===== src/rtl/fetch_queue_if.sv =====
// fetch_queue_if: IF->ID handshake bundle for the fetch queue.
//   Push side : in_valid/in_ready/in_instr/in_pc (IF -> queue)
//   Pop side  : out_valid/out_ready/out_instr/out_pc (queue -> ID)
//   Control   : flush (redirect), count/misalign (status from queue)
//   modport master : the fetch/decode environment driving the queue
//   modport slave  : the queue itself
interface fetch_queue_if #(
  parameter int WIDTH = 64,
  parameter int DEPTH = 4
);
  localparam int CW = $clog2(DEPTH) + 1;

  logic             in_valid;
  logic             in_ready;
  logic [31:0]      in_instr;
  logic [WIDTH-1:0] in_pc;
  logic             out_valid;
  logic             out_ready;
  logic [31:0]      out_instr;
  logic [WIDTH-1:0] out_pc;
  logic             flush;
  logic [CW-1:0]    count;
  logic             misalign;

  modport master (
    output in_valid, in_instr, in_pc, out_ready, flush,
    input  in_ready, out_valid, out_instr, out_pc, count, misalign
  );

  modport slave (
    input  in_valid, in_instr, in_pc, out_ready, flush,
    output in_ready, out_valid, out_instr, out_pc, count, misalign
  );
endinterface


===== src/rtl/fetch_queue.sv =====
// fetch_queue: DEPTH-entry {instr, PC} FIFO between IF and ID.
//   clk  : rising-edge clock
//   rst  : synchronous active-high reset (wins over flush and handshakes)
//   bus  : fetch_queue_if.slave
//          in_*  push side, in_ready = not full (state only)
//          out_* oldest entry, first-word fall-through; NOP/0 when empty
//          flush empties the queue in one cycle, ignoring that cycle's push/pop
//          count occupied entries, misalign sticky PC[1:0]!=0 flag
module fetch_queue #(
  parameter int WIDTH = 64,
  parameter int DEPTH = 4
) (
  input  logic          clk,
  input  logic          rst,
  fetch_queue_if.slave  bus
);
  localparam int AW = $clog2(DEPTH);
  localparam int CW = AW + 1;
  localparam logic [31:0]   NOP    = 32'h0000_0013;
  localparam logic [CW-1:0] FULL_C = CW'(DEPTH);

  typedef struct packed {
    logic [31:0]      instr;
    logic [WIDTH-1:0] pc;
  } entry_t;

  entry_t [DEPTH-1:0] mem;
  logic   [AW-1:0]    wr_ptr, rd_ptr;
  logic   [CW-1:0]    cnt;
  logic               misalign_q;

  logic in_ready, out_valid, push, pop;

  assign in_ready  = (cnt != FULL_C);
  assign out_valid = (cnt != '0);
  assign push      = bus.in_valid & in_ready;
  assign pop       = out_valid & bus.out_ready;

  // Pointers are AW bits wide, so +1 wraps modulo DEPTH (power of two).
  always_ff @(posedge clk) begin
    if (rst) begin
      wr_ptr     <= '0;
      rd_ptr     <= '0;
      cnt        <= '0;
      misalign_q <= 1'b0;
    end else if (bus.flush) begin
      // misalign is deliberately kept across redirects
      wr_ptr <= '0;
      rd_ptr <= '0;
      cnt    <= '0;
    end else begin
      if (push) wr_ptr <= wr_ptr + 1'b1;
      if (pop)  rd_ptr <= rd_ptr + 1'b1;
      case ({push, pop})
        2'b10:   cnt <= cnt + 1'b1;
        2'b01:   cnt <= cnt - 1'b1;
        default: cnt <= cnt;
      endcase
      if (push && bus.in_pc[1:0] != 2'b00) misalign_q <= 1'b1;
    end
  end

  // Storage needs no reset; contents are only observed through rd_ptr/cnt.
  always_ff @(posedge clk) begin
    if (!rst && !bus.flush && push) begin
      mem[wr_ptr].instr <= bus.in_instr;
      mem[wr_ptr].pc    <= bus.in_pc;
    end
  end

  assign bus.in_ready  = in_ready;
  assign bus.out_valid = out_valid;
  assign bus.out_instr = out_valid ? mem[rd_ptr].instr : NOP;
  assign bus.out_pc    = out_valid ? mem[rd_ptr].pc    : '0;
  assign bus.count     = cnt;
  assign bus.misalign  = misalign_q;
endmodule


===== src/flat_wrapper.sv =====
// flat-port wrapper written by rule: the top's interface ports become plain ports
module fetch_queue_flat 
#(
  parameter int WIDTH = 64,
  parameter int DEPTH = 4
)
  (clk, rst, bus_in_valid, bus_in_instr, bus_in_pc, bus_out_ready, bus_flush, bus_in_ready, bus_out_valid, bus_out_instr, bus_out_pc, bus_count, bus_misalign);
  fetch_queue_if #(.WIDTH(WIDTH), .DEPTH(DEPTH)) bus_i ();
  input  logic clk;
  input  logic rst;
  input wire logic [$bits(bus_i.in_valid)-1:0] bus_in_valid;
  input wire logic [$bits(bus_i.in_instr)-1:0] bus_in_instr;
  input wire logic [$bits(bus_i.in_pc)-1:0] bus_in_pc;
  input wire logic [$bits(bus_i.out_ready)-1:0] bus_out_ready;
  input wire logic [$bits(bus_i.flush)-1:0] bus_flush;
  output wire logic [$bits(bus_i.in_ready)-1:0] bus_in_ready;
  output wire logic [$bits(bus_i.out_valid)-1:0] bus_out_valid;
  output wire logic [$bits(bus_i.out_instr)-1:0] bus_out_instr;
  output wire logic [$bits(bus_i.out_pc)-1:0] bus_out_pc;
  output wire logic [$bits(bus_i.count)-1:0] bus_count;
  output wire logic [$bits(bus_i.misalign)-1:0] bus_misalign;
  assign bus_i.in_valid = bus_in_valid;
  assign bus_i.in_instr = bus_in_instr;
  assign bus_i.in_pc = bus_in_pc;
  assign bus_i.out_ready = bus_out_ready;
  assign bus_i.flush = bus_flush;
  assign bus_in_ready = bus_i.in_ready;
  assign bus_out_valid = bus_i.out_valid;
  assign bus_out_instr = bus_i.out_instr;
  assign bus_out_pc = bus_i.out_pc;
  assign bus_count = bus_i.count;
  assign bus_misalign = bus_i.misalign;
  fetch_queue #(.WIDTH(WIDTH), .DEPTH(DEPTH)) u_core (.clk(clk), .rst(rst), .bus(bus_i));
endmodule

===== config.mk =====
export PLATFORM = sky130hd
export DESIGN_NAME = fetch_queue_flat
export DESIGN_NICKNAME = d
export VERILOG_FILES = /design/src/rtl/fetch_queue_if.sv /design/src/rtl/fetch_queue.sv /design/src/flat_wrapper.sv
export SDC_FILE = /design/constraint.sdc
export NUM_CORES = 1
export LEC_CHECK = 0
export CELL_PAD_IN_SITES_DETAIL_PLACEMENT = 0
export CELL_PAD_IN_SITES_GLOBAL_PLACEMENT = 1
export CORE_MARGIN = 10
export CORE_UTILIZATION = 51
export DETAILED_ROUTE_END_ITERATION = 12
export PLACE_DENSITY_LB_ADDON = 0.2
export SETUP_SLACK_MARGIN = 0.05
export SLEW_MARGIN = 20
export SYNTH_ARGS = -nofsm -noshare
export SYNTH_HDL_FRONTEND = slang
export SYNTH_SLANG_ARGS = --single-unit

===== constraint.sdc =====
create_clock -name clk -period 8.8 [get_ports clk]
set_input_delay 2.2 -clock clk [delete_from_list [all_inputs] [get_ports clk]]
set_output_delay 2.2 -clock clk [all_outputs]
set_load 0.005 [all_outputs]

**After elaboration in Yosys (flattened, before gate mapping)**

Index checks and enable logic that the tools add are counted.

- Register bits: 392
- Bits in latches: 0
- RAM bits: 0
- Memory bits (read-only): 0
- Input bits: 101
- Output and inout bits: 102
- Word-level logic and storage cells: 47
- Memories: 0

- $add $sub $neg: 4
- Multiply operators: 0
- Divide/modulo/power cells: 0
- Magnitude comparators: 3
- Eq/ne operators: 3
- Shift operators: 0
- Multiplexer cells: 11
- Bitwise logic cells: 3
- Reduce and logical (&&, ||, !) cells: 11

Operators with widths:

| cell | number |
|---|---|
| bitwise mux 384 bit | 2 |
| demux 96 bit (select 2 bit) | 2 |
| binary-select mux 96 bit (select 2 bit) | 1 |
| 2-to-1 mux 96 bit | 2 |
| 2-to-1 mux 64 bit | 2 |
| 2-to-1 mux 32 bit | 1 |
| < comparator 2 x 3 -> 1 bit, second input constant | 2 |
| case mux 3 bit (2 select lines) | 1 |
| adder 2 x 1 -> 2 bit, second input constant | 2 |
| logical AND 1 bit | 4 |
| nonzero test 2 bit | 2 |
| adder 3 x 1 -> 3 bit, second input constant | 1 |
| inequality test 3 bit, second input constant | 1 |
| nonzero test 3 bit | 1 |
| subtractor 3 x 1 -> 3 bit, second input constant | 1 |
| AND 1 bit | 2 |
| equality test 2 x 1 -> 1 bit, second input constant | 1 |
| equality test 2 bit, second input constant | 1 |
| >= comparator 2 x 1 -> 1 bit, second input constant | 1 |
| logical NOT 1 bit | 2 |
| AND reduction 2 bit | 1 |
| OR reduction 2 bit | 1 |
| inverter 1 bit | 1 |

**Logic depth before layout (Yosys ltp)**

Gate-level depths: netlist of run 1.

- Depth in word-level cells: 6
- Mapped depth: 10
- Depth with buffers taken out: 9

**Worst setup path before layout of run 1**

No wires, ideal clock.

- Path kind: input -> register
- Start: in rst
- End: reg u_core.mem[0] (netlist name) (enable)
- Library setup time: 0.466 ns
- Arrival time: 4.832 ns
- Required time: 8.334 ns
- Slack: 3.502 ns
- Stages on the path: 2
- Buffers on the path: 0
- Cell sequence: nor2_1 -> and3_1

- Longest elaborated chain between the ends: 3

Ends and longest elaborated chain:

| item | line | text |
|---|---|---|
| start, declared | flat_wrapper.sv:10 | `input logic rst;` |
| logical NOT 1 bit | fetch_queue.sv:65 | `if (!rst && !bus.flush && push) begin` |
| logical AND 1 bit (2 in a row) | fetch_queue.sv:65 |  |
| end, declared | fetch_queue.sv:27 | `entry_t [DEPTH-1:0] mem;` |

No other way between the ends.
A chain may end at the register's enable or synchronous reset.

**Worst setup path after layout of run 1**

- Start: reg u_core.rd_ptr[0]
- End: out bus_out_pc[27]

- Longest elaborated chain between the ends: 3

Ends and longest elaborated chain:

| item | line | text |
|---|---|---|
| start, declared | fetch_queue.sv:28 | `logic [AW-1:0] wr_ptr, rd_ptr;` |
| start signal, assigned | fetch_queue.sv:53 | `if (pop) rd_ptr <= rd_ptr + 1'b1;` |
| binary-select mux 96 bit (select 2 bit) | fetch_queue.sv:74 | `assign bus.out_pc = out_valid ? mem[rd_ptr].pc : '0;` |
| 2-to-1 mux 96 bit | n/a |  |
| 2-to-1 mux 64 bit | fetch_queue.sv:74 |  |
| end, declared | flat_wrapper.sv:19 | `output wire logic [$bits(bus_i.out_pc)-1:0] bus_out_pc;` |

No other way between the ends. The select of a mux whose other input is x is not followed.

==> results of run 1 <==
-- power breakdown --
part           leakage, nW  switching, mW  internal [mW]
sequential            3.45        0.00840           2.06
combinational         2.42          0.109          0.142
clock                0.635          0.677          0.946
-- area by class of cell --
type,count,area [µm²],area share (%)
clock inverter,23,138.9,0.6825
tap,442,553.0,2.718
antenna,2,5.005,0.02459
sequential,392,11700,57.49
multi-input combinational,487,4672,22.96
inverter,8,30.03,0.1476
timing repair buffer,214,2112,10.38
clock buffer,52,1140,5.601
-- stage by stage --
stage | instances | instance area [µm²]
finish | 1620 | 20350
global route | 1618 | 20340
CTS | 1618 | 20340
detailed placement | 1543 | 19070
global placement | 1543 | 19070
floorplan | 949 | 16650
-- worst max-delay path, stage by stage, from the launching register on --
cell and delay, ns:
dfxtp_4 0.93, buf_4 0.82, mux4_2 0.61, and2_1 0.21, clkdlybuf4s50_1 0.46
-- metal layers --
layer  track usage [%]  up-vias  part of all wire, %
met3             4.938       35                  6.2
met1             22.91     4421                   42
met5                 0        -                0.058
li1                  -     3933                    -
met4             3.381        4                  1.2
met2             31.03      214                   51
-- path summary, 6_finish.rpt --
path / start / to / slack, ns
setup reg to reg: u_core.wr_ptr[0] / u_core.mem[34] / 5.49
hold reg to reg: u_core.bus.misalign / u_core.bus.misalign / 0.46
setup / recovery: u_core.rd_ptr[0] / bus_out_pc[27] / 2.98
hold / removal: u_core.bus.misalign / u_core.bus.misalign / 0.46
-- state kept, by name, indices dropped and copies added, names as in the netlist --
signal               cells
u_core.bus.misalign      1
u_core.rd_ptr            2
u_core.bus.count         3
u_core.mem             384
u_core.wr_ptr            2
-- Yosys cell counts, types with 3 or more instances --
| cell | n |
|---|---|
| o21ai_0 | 3 |
| and3_1 | 4 |
| inv_1 | 8 |
| and2_1 | 350 |
| dfxtp_1 | 8 |
| ha_1 | 5 |
| buf_2 | 13 |
| a21oi_1 | 3 |
| nor2_1 | 5 |
| clkbuf_1 | 45 |
| or2_1 | 3 |
| nand2_1 | 4 |
| mux4_2 | 96 |
| edfxtp_1 | 384 |
-- cell families (layout without fill, tap and decap cells) --
group                      Yosys count  count (layout)  share of synthesized area (%)
other                                0               2                              0
buffers and inverters               70             297                          1.909
adders and majority gates            6               6                         0.4959
DFF                                392             392                          70.21
xor gates and xnor gates             2               2                         0.1052
muxes                               97              97                          13.04
and+or+nand+nor                    374             374                          13.95
AOI/OAI and AO/OA                    8               8                         0.2780
==> flow_metrics.py, run 1 <==
metrics = {
    "cts": {
        "cts_sinks": 392,
        "cts_setup_buffers": 0,
        "post_cts.resized_instances": 0,
        "cts-root-buf": "clkbuf_16",
        "cts_buffer_depth": 3,
        "cts_hold_buf": 0,
        "htree_levels": 2,
        "path_clk_slew_ns": 0.06,
        "cts_buffers": 41,
        "clock_latency_ns": 0.53,
        "cts_tree": "built",
    },
    "placement": {
        "pre_cts_slack_ns": 3.433,
        "place_hpwl_um": 20730,
        "gp_congestion": 0.6894,
        "port_buffers": 202,
    },
    "run": {
        "maxCapViolCount": 0,
    },
    "die": {
        "core_area_um2": 32370,
        "dieWidth_um": 200.7,
        "fp.dieArea_um2": 40280,
        "rows": 66,
        "initial_core_util_pct": 51.44,
        "boundaryPins": 203,
        "die_y_um": 200.7,
    },
    "drt": {
        "ant_nets": 0,
        "drc": 0,
        "dr.pass1.iters": 4,
        "wirelength_um": 36350,
        "via_count": 8607,
        "drt_iter0_markers": 561,
        "wl_per_cell_um": 22.44,
        "vias_per_cell": 5.313,
    },
    "global_routing": {
        "antenna_found_initial": 4,
        "grt_overflow_total": 0,
        "grt_pass1_vias": 9287,
        "grt_pass1_wl_um": 56520,
        "grt_max_degree": 66,
        "track_usage_pct": 18.14,
    },
    "timing": {
        "slew_viol_final": 0,
        "timing.final.crit_period_ns": 5.818,
        "hold_viol_final": 0,
        "clock_skew_ns": 0.01628,
        "grt_setup_unrepaired": "false",
        "setup_tns_ns": 0,
        "fin_crit_sh_pct": 66.12,
        "slew_headroom_pct": 38.64,
        "fmax_ghz": 0.1719,
        "worst_slack_ns": 2.982,
        "setup_viol": 0,
        "worst_slew_pin_slew_ns": 0.9204,
        "whs_ns": 0.4570,
    },
    "final_layout": {
        "final_core_utilization_pct": 62.86,
        "area_growth_pct": 22.21,
        "final_cell_mix": "edfxtp_1 (384), and2_1 (350), clkdlybuf4s50_1 (202), mux4_2 (96), clkbuf_16 (43)",
        "nets": 1251,
        "mostFrequentLayoutCell": "edfxtp_1",
        "nFillCells": 2415,
        "drive_above_1_share_pct": 15.39,
    },
    "synth": {
        "synth_area_leader_cell": "edfxtp_1",
        "yosys_most_used_dff": "edfxtp_1",
        "async_flop_share_pct": 0,
        "synth_edf_count": 384,
        "avgSynthCellArea_um2": 17.55,
        "yosys_warnings": 0,
        "seq_area_frac_synth_pct": 70.21,
        "yosysTopAreaCellShare_pct": 69.25,
        "synthCells": 949,
        "syn_area_um2": 16650,
        "synth_nets": 1056,
        "yosysUniqueCellTypes": 30,
        "ys_ff_latch": 392,
        "synthTopCellsByArea": "edfxtp_1 (69%), and2_1 (13%), mux4_2 (13%), clkbuf_1 (1.0%), dfxtp_1 (0.96%)",
    },
    "power": {
        "p_per_area_nw_per_um2": 193.9,
        "power_leakage_nw": 6.507,
        "p_total_mw": 3.945,
        "ir_worst_vdd_uv": 154.1,
    },
    "hold_path": {
        "hold_path.class": "reg2reg",
        "whs_path_depth": 2,
    },
    "status": {
        "outcome": "finished clean",
    },
    "worst_setup_path": {
        "critPathArrivalTime_ns": 3.62,
        "crit_type": "reg2out",
        "start_kind": "flip-flop",
        "critPathRequiredTime_ns": 6.60,
        "reg2reg_depth": 5,
        "cp_max_fo": 44,
        "end_kind": "primary output",
    },
}
Power figures use the tool's default switching activity.
==> inputs of run 2 (changes only) <==
--- a/config.mk
+++ b/config.mk
@@ -8,7 +8,7 @@
 export CELL_PAD_IN_SITES_DETAIL_PLACEMENT = 0
 export CELL_PAD_IN_SITES_GLOBAL_PLACEMENT = 1
 export CORE_MARGIN = 10
-export CORE_UTILIZATION = 51
+export CORE_UTILIZATION = 43
 export DETAILED_ROUTE_END_ITERATION = 12
 export PLACE_DENSITY_LB_ADDON = 0.2
 export SETUP_SLACK_MARGIN = 0.05
==> constraint.sdc (replaced) <==
create_clock -name clk -period 5.2 [get_ports clk]
set_input_delay 1.3 -clock clk [delete_from_list [all_inputs] [get_ports clk]]
set_output_delay 1.3 -clock clk [all_outputs]
set_load 0.005 [all_outputs]
==> run 2 against run 1 <==
Against the previous run:
- wire length grew 5.1%
- clock-buffer cell count grew 3
- final cell count grew 5.1%
- utilization shrank 9.2 points
- global-route usage shrank 1.9 points
- worst setup slack lost 2.1 ns
- combinational power grew 74%
- sequential power grew 69%
- via count grew 0.12%
- critical path depth grew 1
- sequential share of layout area shrank 0.79 points
==> flow_metrics.py, run 2 (synthesis results as in run 1) <==
metrics = {
    "status": {
        "outcome": "finished clean",
    },
    "die": {
        "rows": 72,
        "dieWidth_um": 216.8,
        "initial_core_util_pct": 43.29,
        "die_y_um": 216.8,
        "core_area_um2": 38470,
        "boundaryPins": 203,
        "fp.dieArea_um2": 46990,
    },
    "global_routing": {
        "grt_use_met2_pct": 27.14,
        "antenna_found_initial": 1,
        "met1_usage_pct": 21.37,
        "grt_pass1_vias": 9646,
        "grt_max_degree": 67,
        "grt_use_met3_pct": 3.856,
        "grt_overflow_total": 0,
        "track_usage_pct": 16.28,
        "grt_busiest_layer": "met2",
        "grt_pass1_wl_um": 58640,
    },
    "cts": {
        "cts-root-buf": "clkbuf_16",
        "htree_levels": 2,
        "cts_setup_buffers": 0,
        "cts_hold_buf": 0,
        "cts_sinks": 392,
        "path_clk_slew_ns": 0.07,
        "cts_buffers": 42,
        "cts_buffer_depth": 3,
        "post_cts.resized_instances": 0,
        "cts_tree": "built",
        "clock_latency_ns": 0.53,
    },
    "timing": {
        "fin_crit_sh_pct": 83.68,
        "worst_slew_pin_slew_ns": 0.8289,
        "setup_viol": 0,
        "setup_tns_ns": 0,
        "clock_skew_ns": 0.01399,
        "fmax_ghz": 0.2298,
        "grt_setup_unrepaired": "false",
        "hold_viol_final": 0,
        "timing.final.crit_period_ns": 4.351,
        "slew_viol_final": 0,
        "slew_headroom_pct": 44.31,
        "whs_ns": 0.4805,
        "worst_slack_ns": 0.8488,
    },
    "placement": {
        "placed_cells": 1627,
        "place_hpwl_um": 22350,
        "port_buffers": 202,
        "gp_congestion": 0.7185,
        "pre_cts_slack_ns": 1.313,
        "placed_area_um2": 19310,
    },
    "worst_setup_path": {
        "start_kind": "flip-flop",
        "critPathArrivalTime_ns": 3.05,
        "crit_type": "reg2out",
        "cp_max_fo": 66,
        "critPathRequiredTime_ns": 3.90,
        "end_kind": "primary output",
    },
    "power": {
        "p_total_mw": 6.817,
        "power_leakage_nw": 6.567,
        "ir_worst_vdd_uv": 199.4,
        "p_per_area_nw_per_um2": 330.4,
    },
    "final_layout": {
        "multi_input_comb_area_um2": 4672,
        "fin_cells": 1703,
        "mostFrequentLayoutCell": "edfxtp_1",
        "drive_above_1_share_pct": 15.46,
        "final_core_utilization_pct": 53.64,
        "nFillCells": 3125,
        "regArea_um2": 11700,
        "final_area_um2": 20630,
        "largest_register": "u_core.mem",
        "area_growth_pct": 23.91,
        "largest_reg_flops": 384,
        "nets": 1260,
        "final_cell_mix": "edfxtp_1 (384), and2_1 (350), clkdlybuf4s50_1 (202), mux4_2 (96), clkbuf_16 (43)",
    },
    "drt": {
        "wl_per_cell_um": 22.44,
        "via_count": 8617,
        "drc": 0,
        "dr.pass1.iters": 4,
        "vias_per_cell": 5.060,
        "wirelength_um": 38220,
        "ant_nets": 0,
        "drt_iter0_markers": 412,
    },
    "run": {
        "maxCapViolCount": 0,
    },
    "hold_path": {
        "hold_path.class": "reg2reg",
    },
}
[run 2: report_power, final]
| part | internal, mW | switching (mW) | total (mW) |
|---|---|---|---|
| clock network | 1.71 | 1.16 | 2.88 |
| logic | 0.246 | 0.191 | 0.437 |
| registers | 3.49 | 0.0122 | 3.50 |
[run 2: per-layer routing]
layer	wire length (µm)	share of wire [%]
met1	16820	44
met2	18620	49
met3	2216	5.8
met4	567	1.5
met5	0	0
[run 2: worst max-delay path: stages (launching register included)]
cell             delay, ns
dfxtp_1               0.36
nor3_1                0.69
inv_2                 0.48
buf_12                0.32
and2_1                0.18
clkdlybuf4s50_1       0.46
[run 2: final timing paths]
check | from | end | slack [ns] | depth (start not counted)
max | u_core.bus.count[0] | bus_out_pc[47] | 0.85 | 5
min | u_core.bus.misalign | u_core.bus.misalign | 0.48 | 2
max reg2reg | u_core.bus.count[0] | u_core.bus.count[2] | 2.08 | 10
min reg2reg | u_core.bus.misalign | u_core.bus.misalign | 0.48 | 2
[run 2: area by class of cell]
type | instances | area share, %
Antenna cell | 1 | 0.01213
Clock buffer | 55 | 5.434
Clock inverter | 20 | 0.9703
Inverter | 8 | 0.1455
Multi-Input combinational cell | 487 | 22.64
Sequential cell | 392 | 56.70
Tap cell | 518 | 3.141
Timing Repair Buffer | 222 | 10.95
==> inputs of run 3 (changes only) <==
--- a/config.mk
+++ b/config.mk
@@ -8,7 +8,7 @@
 export CELL_PAD_IN_SITES_DETAIL_PLACEMENT = 0
 export CELL_PAD_IN_SITES_GLOBAL_PLACEMENT = 1
 export CORE_MARGIN = 10
-export CORE_UTILIZATION = 43
+export CORE_UTILIZATION = 48
 export DETAILED_ROUTE_END_ITERATION = 12
 export PLACE_DENSITY_LB_ADDON = 0.2
 export SETUP_SLACK_MARGIN = 0.05
==> constraint.sdc (replaced) <==
create_clock -name clk -period 4.4 [get_ports clk]
set_input_delay 1.1 -clock clk [delete_from_list [all_inputs] [get_ports clk]]
set_output_delay 1.1 -clock clk [all_outputs]
set_load 0.005 [all_outputs]
==> run 3 against run 2 <==
Against the previous run:
- clock skew is 0.0027 ns lower
- first-iteration DRC count is 41% higher
- largest cell class unchanged
- clock power is 14% higher
==> flow_metrics.py, run 3 (synthesis results as in run 1) <==
metrics = {
    "die": {
        "initial_core_util_pct": 48.44,
        "die_y_um": 206.3,
        "core_area_um2": 34370,
        "fp.dieArea_um2": 42540,
        "boundaryPins": 203,
        "dieWidth_um": 206.3,
        "rows": 68,
    },
    "placement": {
        "placed_area_um2": 19340,
        "pre_cts_slack_ns": 0.9577,
        "gp_congestion": 0.7312,
        "port_buffers": 202,
        "placed_cells": 1574,
        "place_hpwl_um": 22420,
    },
    "worst_setup_path": {
        "critPathMaxStageDelay_ns": 0.71,
        "worst_path_max_delay_cell": "dfxtp_4",
        "crit_chain": "buf_12 -> mux4_2 -> or2_1 -> clkdlybuf4s50_1",
        "critPathArrivalTime_ns": 2.75,
        "cp_max_fo": 29,
        "start_kind": "flip-flop",
        "reg2reg_depth": 11,
        "end_kind": "primary output",
        "crit_type": "reg2out",
        "critPathRequiredTime_ns": 3.30,
    },
    "drt": {
        "vias_per_cell": 5.300,
        "ant_nets": 0,
        "drt_iter0_markers": 581,
        "drc": 0,
        "wl_per_cell_um": 22.27,
        "dr.pass1.iters": 4,
        "via_count": 8729,
        "wirelength_um": 36680,
    },
    "run": {
        "maxCapViolCount": 0,
    },
    "final_layout": {
        "largest_reg_flops": 384,
        "final_cell_mix": "edfxtp_1 (384), and2_1 (350), clkdlybuf4s50_1 (202), mux4_2 (96), clkbuf_16 (41)",
        "fin_cells": 1647,
        "final_area_um2": 20610,
        "regArea_um2": 11700,
        "mostFrequentLayoutCell": "edfxtp_1",
        "area_growth_pct": 23.79,
        "drive_above_1_share_pct": 16.62,
        "multi_input_comb_area_um2": 4672,
        "nets": 1268,
        "final_core_utilization_pct": 59.97,
        "nFillCells": 2628,
        "largest_register": "u_core.mem",
    },
    "power": {
        "ir_worst_vdd_uv": 242.5,
        "power_leakage_nw": 6.627,
        "p_per_area_nw_per_um2": 385.4,
    },
    "timing": {
        "grt_setup_unrepaired": "false",
        "fmax_ghz": 0.2598,
        "worst_slew_pin_slew_ns": 0.7544,
        "timing.final.crit_period_ns": 3.849,
        "setup_viol": 0,
        "worst_slack_ns": 0.5508,
        "fin_crit_sh_pct": 87.48,
        "slew_headroom_pct": 49.71,
        "hold_viol_final": 0,
        "clock_skew_ns": 0.01125,
        "setup_tns_ns": 0,
        "slew_viol_final": 0,
    },
    "global_routing": {
        "met1_usage_pct": 22.91,
        "grt_use_met3_pct": 3.777,
        "grt_busiest_layer": "met2",
        "grt_pass1_wl_um": 55880,
        "grt_overflow_total": 0,
        "antenna_found_initial": 2,
        "grt_pass1_vias": 9336,
        "grt_max_degree": 65,
        "track_usage_pct": 17.35,
        "grt_use_met2_pct": 28.57,
    },
    "cts": {
        "cts_buffers": 40,
        "cts_setup_buffers": 0,
        "htree_levels": 2,
        "post_cts.resized_instances": 0,
        "cts_tree": "built",
        "clock_latency_ns": 0.52,
        "cts_hold_buf": 0,
        "cts-root-buf": "clkbuf_16",
        "cts_sinks": 392,
        "path_clk_slew_ns": 0.06,
        "cts_buffer_depth": 3,
    },
    "hold_path": {
        "hold_path.class": "reg2reg",
        "whs_path_depth": 2,
    },
    "status": {
        "outcome": "finished clean",
    },
}
run 3: through the flow:
step	hold slack (ns)	power, mW
after floorplan	0.4486	4.432
after global placement	0.5086	4.746
after detailed placement	0.5227	4.753
after CTS	0.5311	8.024
after global routing	0.5320	8.205
final	0.5221	7.943
run 3: report_power, final:
part           leakage, nW  internal [mW]  switching [mW]
clock network        0.631           1.94            1.34
registers             3.45           4.13          0.0160
logic                 2.54          0.297           0.224
run 3: worst paths after layout:
path / start / to / slack, ns
hold reg to reg: u_core.bus.misalign / u_core.bus.misalign / 0.52
setup reg to reg: u_core.bus.count[0] / u_core.bus.count[2] / 1.70
hold / removal: u_core.bus.misalign / u_core.bus.misalign / 0.52
setup / recovery: u_core.rd_ptr[0] / bus_out_instr[1] / 0.55
run 3: routing by layer:
layer,wire length (µm),vias up
met3,2443,57
li1,-,3972
met1,15420,4443
met4,905,2
met2,17900,255
met5,12,-
run 3: cell type report:
class	instances	share of cell area (%)
diodes	1	0.01214
clock buffers	47	5.087
clock inverters	25	1.062
inverters	8	0.1457
multi-input cells	487	22.67
flip-flops and latches	392	56.76
well taps	455	2.762
repair buffers	232	11.51
run 3: worst max-delay path: cells and delay by family (launching register included):
kind | cells | cell delay, ns
buf+inv | 2 | 0.77
flops | 1 | 0.71
mux | 1 | 0.52
simple gates | 1 | 0.21
